--- src/rtl/serial_add_ctrl.sv ---
// Bit-serial add sequencer: drives one shared external full adder LSB-first over WIDTH cycles.
// Optional SERIAL_ADD_SUB_EN adds a 'sub' port for two's-complement subtraction (a - b).
module serial_add_ctrl #(
  parameter int WIDTH = 8
) (
  input  logic             clk,
  input  logic             rst_n,
  input  logic             start,
  input  logic [WIDTH-1:0] a,
  input  logic [WIDTH-1:0] b,
  input  logic             cin,
`ifdef SERIAL_ADD_SUB_EN
  input  logic             sub,
`endif
  output logic             fa_a,
  output logic             fa_b,
  output logic             fa_c,
  input  logic             fa_s,
  input  logic             fa_co,
  output logic             busy,
  output logic             done,
  output logic [WIDTH-1:0] sum,
  output logic             cout
);

  localparam int CNT_W = (WIDTH > 1) ? $clog2(WIDTH) : 1;
  localparam logic [CNT_W-1:0] CNT_LAST = CNT_W'(WIDTH - 1);

  typedef enum logic [1:0] {
    IDLE = 2'd0,
    RUN  = 2'd1,
    DONE = 2'd2
  } state_t;

  state_t           state_r;
  logic [WIDTH-1:0] a_sh_r;
  logic [WIDTH-1:0] b_sh_r;
  logic [WIDTH-1:0] s_sh_r;
  logic             carry_r;
  logic [CNT_W-1:0] cnt_r;
  logic             busy_r;
  logic             done_r;
  logic [WIDTH-1:0] sum_r;
  logic             cout_r;

  logic [WIDTH-1:0] b_load_s;
  logic             cin_load_s;
  logic [WIDTH-1:0] s_next_s;

  // Operand B and initial carry as loaded on start (subtract inverts B and forces carry-in)
  always_comb begin
    b_load_s   = b;
    cin_load_s = cin;
`ifdef SERIAL_ADD_SUB_EN
    if (sub) begin
      b_load_s   = ~b;
      cin_load_s = 1'b1;
    end else begin
      b_load_s   = b;
      cin_load_s = cin;
    end
`endif
  end

  assign s_next_s = {fa_s, s_sh_r[WIDTH-1:1]};

  // The adder path is single-cycle, so its inputs come straight from the shift registers, gated to RUN
  assign fa_a = (state_r == RUN) & a_sh_r[0];
  assign fa_b = (state_r == RUN) & b_sh_r[0];
  assign fa_c = (state_r == RUN) & carry_r;

  assign busy = busy_r;
  assign done = done_r;
  assign sum  = sum_r;
  assign cout = cout_r;

  // Sequencer FSM with datapath shift registers and registered status/result
  always_ff @(posedge clk or negedge rst_n) begin
    if (!rst_n) begin
      state_r <= IDLE;
      a_sh_r  <= '0;
      b_sh_r  <= '0;
      s_sh_r  <= '0;
      carry_r <= 1'b0;
      cnt_r   <= '0;
      busy_r  <= 1'b0;
      done_r  <= 1'b0;
      sum_r   <= '0;
      cout_r  <= 1'b0;
    end else begin
      case (state_r)
        IDLE: begin
          done_r <= 1'b0;
          if (start) begin
            a_sh_r  <= a;
            b_sh_r  <= b_load_s;
            s_sh_r  <= '0;
            carry_r <= cin_load_s;
            cnt_r   <= '0;
            busy_r  <= 1'b1;
            state_r <= RUN;
          end else begin
            busy_r  <= 1'b0;
            state_r <= IDLE;
          end
        end
        RUN: begin
          s_sh_r  <= s_next_s;
          a_sh_r  <= a_sh_r >> 1;
          b_sh_r  <= b_sh_r >> 1;
          carry_r <= fa_co;
          if (cnt_r == CNT_LAST) begin
            sum_r   <= s_next_s;
            cout_r  <= fa_co;
            busy_r  <= 1'b0;
            done_r  <= 1'b1;
            state_r <= DONE;
          end else begin
            cnt_r   <= cnt_r + CNT_W'(1);
            state_r <= RUN;
          end
        end
        DONE: begin
          done_r  <= 1'b0;
          busy_r  <= 1'b0;
          state_r <= IDLE;
        end
        default: begin
          done_r  <= 1'b0;
          busy_r  <= 1'b0;
          state_r <= IDLE;
        end
      endcase
    end
  end

endmodule

--- config.mk ---
export PLATFORM = sky130hd
export DESIGN_NAME = serial_add_ctrl
export DESIGN_NICKNAME = d
export VERILOG_FILES = /design/src/rtl/serial_add_ctrl.sv
export SDC_FILE = /design/constraint.sdc
export NUM_CORES = 1
export LEC_CHECK = 0
export CELL_PAD_IN_SITES_DETAIL_PLACEMENT = 1
export CELL_PAD_IN_SITES_GLOBAL_PLACEMENT = 1
export CORE_AREA = 2 2 56 98
export CTS_CLUSTER_SIZE = 16
export DETAILED_ROUTE_END_ITERATION = 6
export DIE_AREA = 0 0 58 100
export GPL_TIMING_DRIVEN = 0
export HOLD_SLACK_MARGIN = 0.08
export PLACE_DENSITY = 0.82
export SYNTH_ARGS = -nofsm -noshare
export SYNTH_HDL_FRONTEND = slang
export SYNTH_SLANG_ARGS = --single-unit
--- constraint.sdc ---
create_clock -name clk -period 1.5 [get_ports clk]
set_input_delay 0.3 -clock clk [delete_from_list [all_inputs] [get_ports clk]]
set_output_delay 0.3 -clock clk [all_outputs]
set_load 0.01 [all_outputs]
# Word level (Yosys, flattened, before mapping)
# Index checks and enable logic that the tools add are counted.
dict set report word_totals {
  regBits 41
}
dict set report classes {
  eq_ne 5
  muxes 19
  n_reduce_logical 5
  bitwise_logic 3
  n_addsub 1
}
# op count
set ops {}
lappend ops {{$pmux W8 S2} 3}
lappend ops {{$mux W8} 3}
lappend ops {{$mux W1} 6}
lappend ops {{$mux W3} 2}
lappend ops {{$pmux W3 S2} 1}
lappend ops {{$ne A2 B2 Y1 const B} 2}
lappend ops {{$pmux W1 S2} 2}
lappend ops {{$pmux W2 S2} 1}
lappend ops {{$reduce_and A2 Y1} 2}
lappend ops {{$add A3 B1 Y3 const B} 1}
lappend ops {{$and A1 B1 Y1} 3}
lappend ops {{$eq A3 B3 Y1 const B} 1}
lappend ops {{$reduce_and A3 Y1} 1}
lappend ops {{$eq A2 B1 Y1 const B} 1}
lappend ops {{$logic_not A2 Y1} 1}
lappend ops {{$mux W2} 1}
lappend ops {{$ne A2 B1 Y1 const B} 1}
lappend ops {{$reduce_bool A2 Y1} 1}

# Depth between registers and ports, before layout
dict set report logic_depth {
  depth_word 3
  mapped_depth 6
}

# Worst setup path after synthesis
# No wires, ideal clock.
dict set report synth_timing {
  path_kind {reg-to-reg}
  start {reg cnt_r[0]}
  end {reg cout_r, in the netlist cout}
  stages_incl_launch_ff 6
  t_arrival_ps 1377
  path_slack_ps -2
  synth_period_minus_slack_ps 1502
  setup_time_ps 125
  path_cell_list {dfrtp_1 -> ha_1 -> ha_1 -> buf_2 -> nand2_2 -> mux2_2}
}
dict set report synth_between {
  elab_chain_cells 2
}
# element line_no
set synth_rtl {}
lappend synth_rtl {{start, declared} 40} ;# logic [CNT_W-1:0] cnt_r;
lappend synth_rtl {{start signal, assigned} 119} ;# cnt_r <= cnt_r + CNT_W'(1);
lappend synth_rtl {{$eq A3 B3 Y1} 112} ;# if (cnt_r == CNT_LAST) begin
lappend synth_rtl {{$reduce_and A2 Y1 (no line)} --}
lappend synth_rtl {{end signal, assigned} 114} ;# cout_r <= fa_co;
lappend synth_rtl {{end, declared} 44} ;# logic cout_r;
# No other way between the ends.
# A chain may end at the register's enable or synchronous reset.

# Final worst setup path
dict set report layout_timing {
  start {reg state_r[1]}
  end {out fa_a}
}
dict set report layout_between {
  elab_chain_cells 2
}
# element line_no
set layout_rtl {}
lappend layout_rtl {{start, declared} 35} ;# state_t state_r;
lappend layout_rtl {{start signal, assigned} 80} ;# state_r <= IDLE;
lappend layout_rtl {{start signal, assigned} 101} ;# state_r <= RUN;
lappend layout_rtl {{start signal, assigned} 104} ;# state_r <= IDLE;
lappend layout_rtl {{$eq A2 B1 Y1} 68} ;# assign fa_a = (state_r == RUN) & a_sh_r[0];
lappend layout_rtl {{$and A1 B1 Y1} 68}
lappend layout_rtl {{end, declared} 15} ;# output logic fa_a,
# No other way between the ends.

==> flow_metrics.env <==
export IMPL_outcome="finished with violations"
export IMPL_violations="setup timing"
export IMPL_reg2reg_from="cnt_r[1]"
export IMPL_r2r_end="cnt_r[0]"
export IMPL_worst_path_largest_cell_delay_ps=450
export IMPL_timing_final_hold_violations=0
export IMPL_drtIter0Drc=47
export IMPL_clkTransAtPathRegs_ps=80
export IMPL_port_buffers=35
export IMPL_grt_max_degree=41
export IMPL_syn_to_final_growth_pct=38.5
export IMPL_synth_seq_cells=40
export IMPL_worst_path_max_delay_cell="dfrtp_2"
export IMPL_slew_viol_final=0
export IMPL_yosysWarnings=0
export IMPL_nFillCells=560
export IMPL_setup_viol=3
export IMPL_cp_arrival_ps=1250
export IMPL_io_pins=36
export IMPL_antenna_found_initial=0
export IMPL_crit_type="flip-flop to output pin"
export IMPL_ir_drop_uv=1270
export IMPL_fin_cells=255
export IMPL_fin_nets=223
export IMPL_cap_violations=0
export IMPL_end_kind="output pin"
export IMPL_vias=1408
export IMPL_dpl_cell_count=238
export IMPL_cts_tree="yes"
export IMPL_syn_area_per_cell_um2=11.9
export IMPL_dpl_hpwl_um=2930
export IMPL_crit_required_ps=1200
export IMPL_detail_route_wl_per_cell_um=18.0
export IMPL_vias_per_cell=5.52
export IMPL_reg2regPathDepth=5
export IMPL_first_global_vias=1523
export IMPL_grt_overflow=0
export IMPL_die_x_um=58
export IMPL_async_flop_share_pct=100
export IMPL_initial_utilization_pct=34.6
export IMPL_place_area_mm2=0.00218
export IMPL_total_power_uw=4990
export IMPL_clk_path_buf_depth=2
export IMPL_setup_ws_ps=-47.3
export IMPL_insertedDiodeCount=0
export IMPL_path_common_cell="buf_6"
export IMPL_rsz0062_at_grt="yes"
export IMPL_design_area_mm2=0.00243
export IMPL_drc=0
export IMPL_slew_headroom_pct=41.8
export IMPL_gp_congestion=0.764
export IMPL_ant_nets=0
export IMPL_cp_top_family="flip-flops"
export IMPL_finClkSkew_ps=5.38
export IMPL_min_path_type="input pin to async pin"
export IMPL_yosysSeqAreaShare_pct=56.9
export IMPL_drt_wl_total_um=4590
export IMPL_die_y_um=100
export IMPL_p_per_area_mw_per_mm2=2050
export IMPL_first_pass_iters=4
export IMPL_netlist_area_mm2=0.00176
export IMPL_final_common_cell="dfrtp_1"
export IMPL_utilization_pct=47.9
export IMPL_min_period_over_period_pct=103
export IMPL_synth_flop_cell="dfrtp_1"
export IMPL_r2r_slack_ps=40
export IMPL_grt_pass1_wl_um=7470
export IMPL_path_cells="nor2b_4 -> buf_6 -> and2_4 -> buf_6"
export IMPL_placementRows=35
export IMPL_startpoint_type="flip-flop"
export IMPL_cts_buffers=5
export IMPL_die_area_mm2=0.00580
export IMPL_core_mm2=0.00508
export IMPL_netlist_instances=148
export IMPL_ys_types=24
export IMPL_cts_sinks=40
export IMPL_synth_fp_nets=172
export IMPL_max_freq_ghz=0.646
export IMPL_cp_num_buf_inv=2
export IMPL_cp_max_fo=4
export IMPL_clock_root_buffer="clkbuf_8"
export IMPL_worstSetupStartpoint="state_r[1]"
export IMPL_grtUsageTotal_pct=16.7
export IMPL_synth_edff_count=0
export IMPL_layout_min_cycle_time_ps=1550
export IMPL_final_layout_size_suffix_gt1_share_pct=26.0
export IMPL_tightest_slew_ps=873
export IMPL_htreeDepth=2
export IMPL_p_leak_uw=0.00116
export IMPL_fin_tns_setup_ps=-128
export IMPL_insertion_delay_ps=290
export IMPL_final_cell_mix="39 x dfrtp_1, 20 x clkdlybuf4s50_1, 18 x nor2_1"
==> flip-flops by register name, summed over array words and instances (netlist names) <==
name     count
cnt_r        3
done         1
busy         1
sum          8
carry_r      1
cout         1
s_sh_r       7
a_sh_r       8
b_sh_r       8
state_r      2
==> synth_stat cells (all sizes together), types with 2 or more instances <==
library cell | instances | area share (%)
a21oi | 2 | 0.57
a22o | 12 | 6.0
and2 | 3 | 1.1
buf | 10 | 4.6
clkbuf | 2 | 0.43
dfrtp | 40 | 57
ha | 2 | 1.4
mux2 | 10 | 6.4
nand2 | 4 | 1.1
nand2b | 4 | 1.4
nor2 | 19 | 4.1
nor2b | 2 | 0.85
o21ai | 4 | 1.1
o22ai | 15 | 5.3
o32ai | 15 | 7.5
==> through the flow <==
step | hold slack, ps | setup WS [ps]
finish | 119 | -47.3
global route | 214 | -102
CTS | 162 | -88.9
detailed placement | 473 | -429
global placement | 479 | -878
floorplan | 4.41 | 47.6
==> metal layers <==
layer  track usage (%)  share of wire, %  vias to the layer above
li1                  -                 -                      655
met1              19.5                39                      717
met2              29.7                56                       31
met3              3.09               3.5                        5
met4              5.90               1.1                        0
met5                 0                 0                        -
==> power breakdown <==
part	internal [uW]	switching [uW]	total, uW
clock network	501	397	899
registers	1560	345	1910
logic	1180	998	2180
==> area by class of cell <==
type                    instances  area [um2]  area share [%]
clock buffers                   5        68.8            2.83
inverters                       2        7.51           0.308
plain buffers                  10        82.6            3.39
multi-input cells              95         726            29.8
well taps                      55        68.8            2.83
clock inverters                 3        47.5            1.95
flip-flops and latches         40        1000            41.2
repair buffers                 45         432            17.7
==> worst max path at each step <==
| stage | to | slack (ps) | depth (start not counted) |
|---|---|---|---|
| 6_report | fa_a | -50 | 4 |
| 3_3_place_gp | sum[2] | -880 | 1 |
| 3_5_place_dp | fa_a | -430 | 5 |
| 5_1_grt | fa_a | -100 | 4 |
| 2_1_floorplan | cout | 50 | 5 |
| 4_1_cts | fa_a | -90 | 5 |
==> repair_timing <==
| item | CTS | global route |
|---|---|---|
| hold buffers | 0 | 0 |
| pin swaps | 3 | 1 |
| cloned | 1 | 1 |
| gates resized for setup | 28 | 17 |
| setup endpoints to repair | 18 | 40 |
| buffers inserted | 7 | 2 |
==> worst register-to-register path: cells and delay by family, from the launching register on <==
| kind | cells | cell delay, ps |
|---|---|---|
| AO/OA/AOI/OAI | 1 | 190 |
| adder cells (fa/ha/maj) | 2 | 370 |
| buffers and inverters | 1 | 130 |
| flip-flops | 1 | 400 |
| multiplexers | 1 | 270 |
==> logic make-up after synthesis <==
family,share of synthesized area [%]
AND/OR/NAND/NOR,9.32
adder cells (fa/ha/maj),1.42
buffers and inverters,5.41
multiplexers,6.41
flip-flops,56.9
AO/OA/AOI/OAI,20.5
Note: power is estimated with default switching activity, not from simulation.
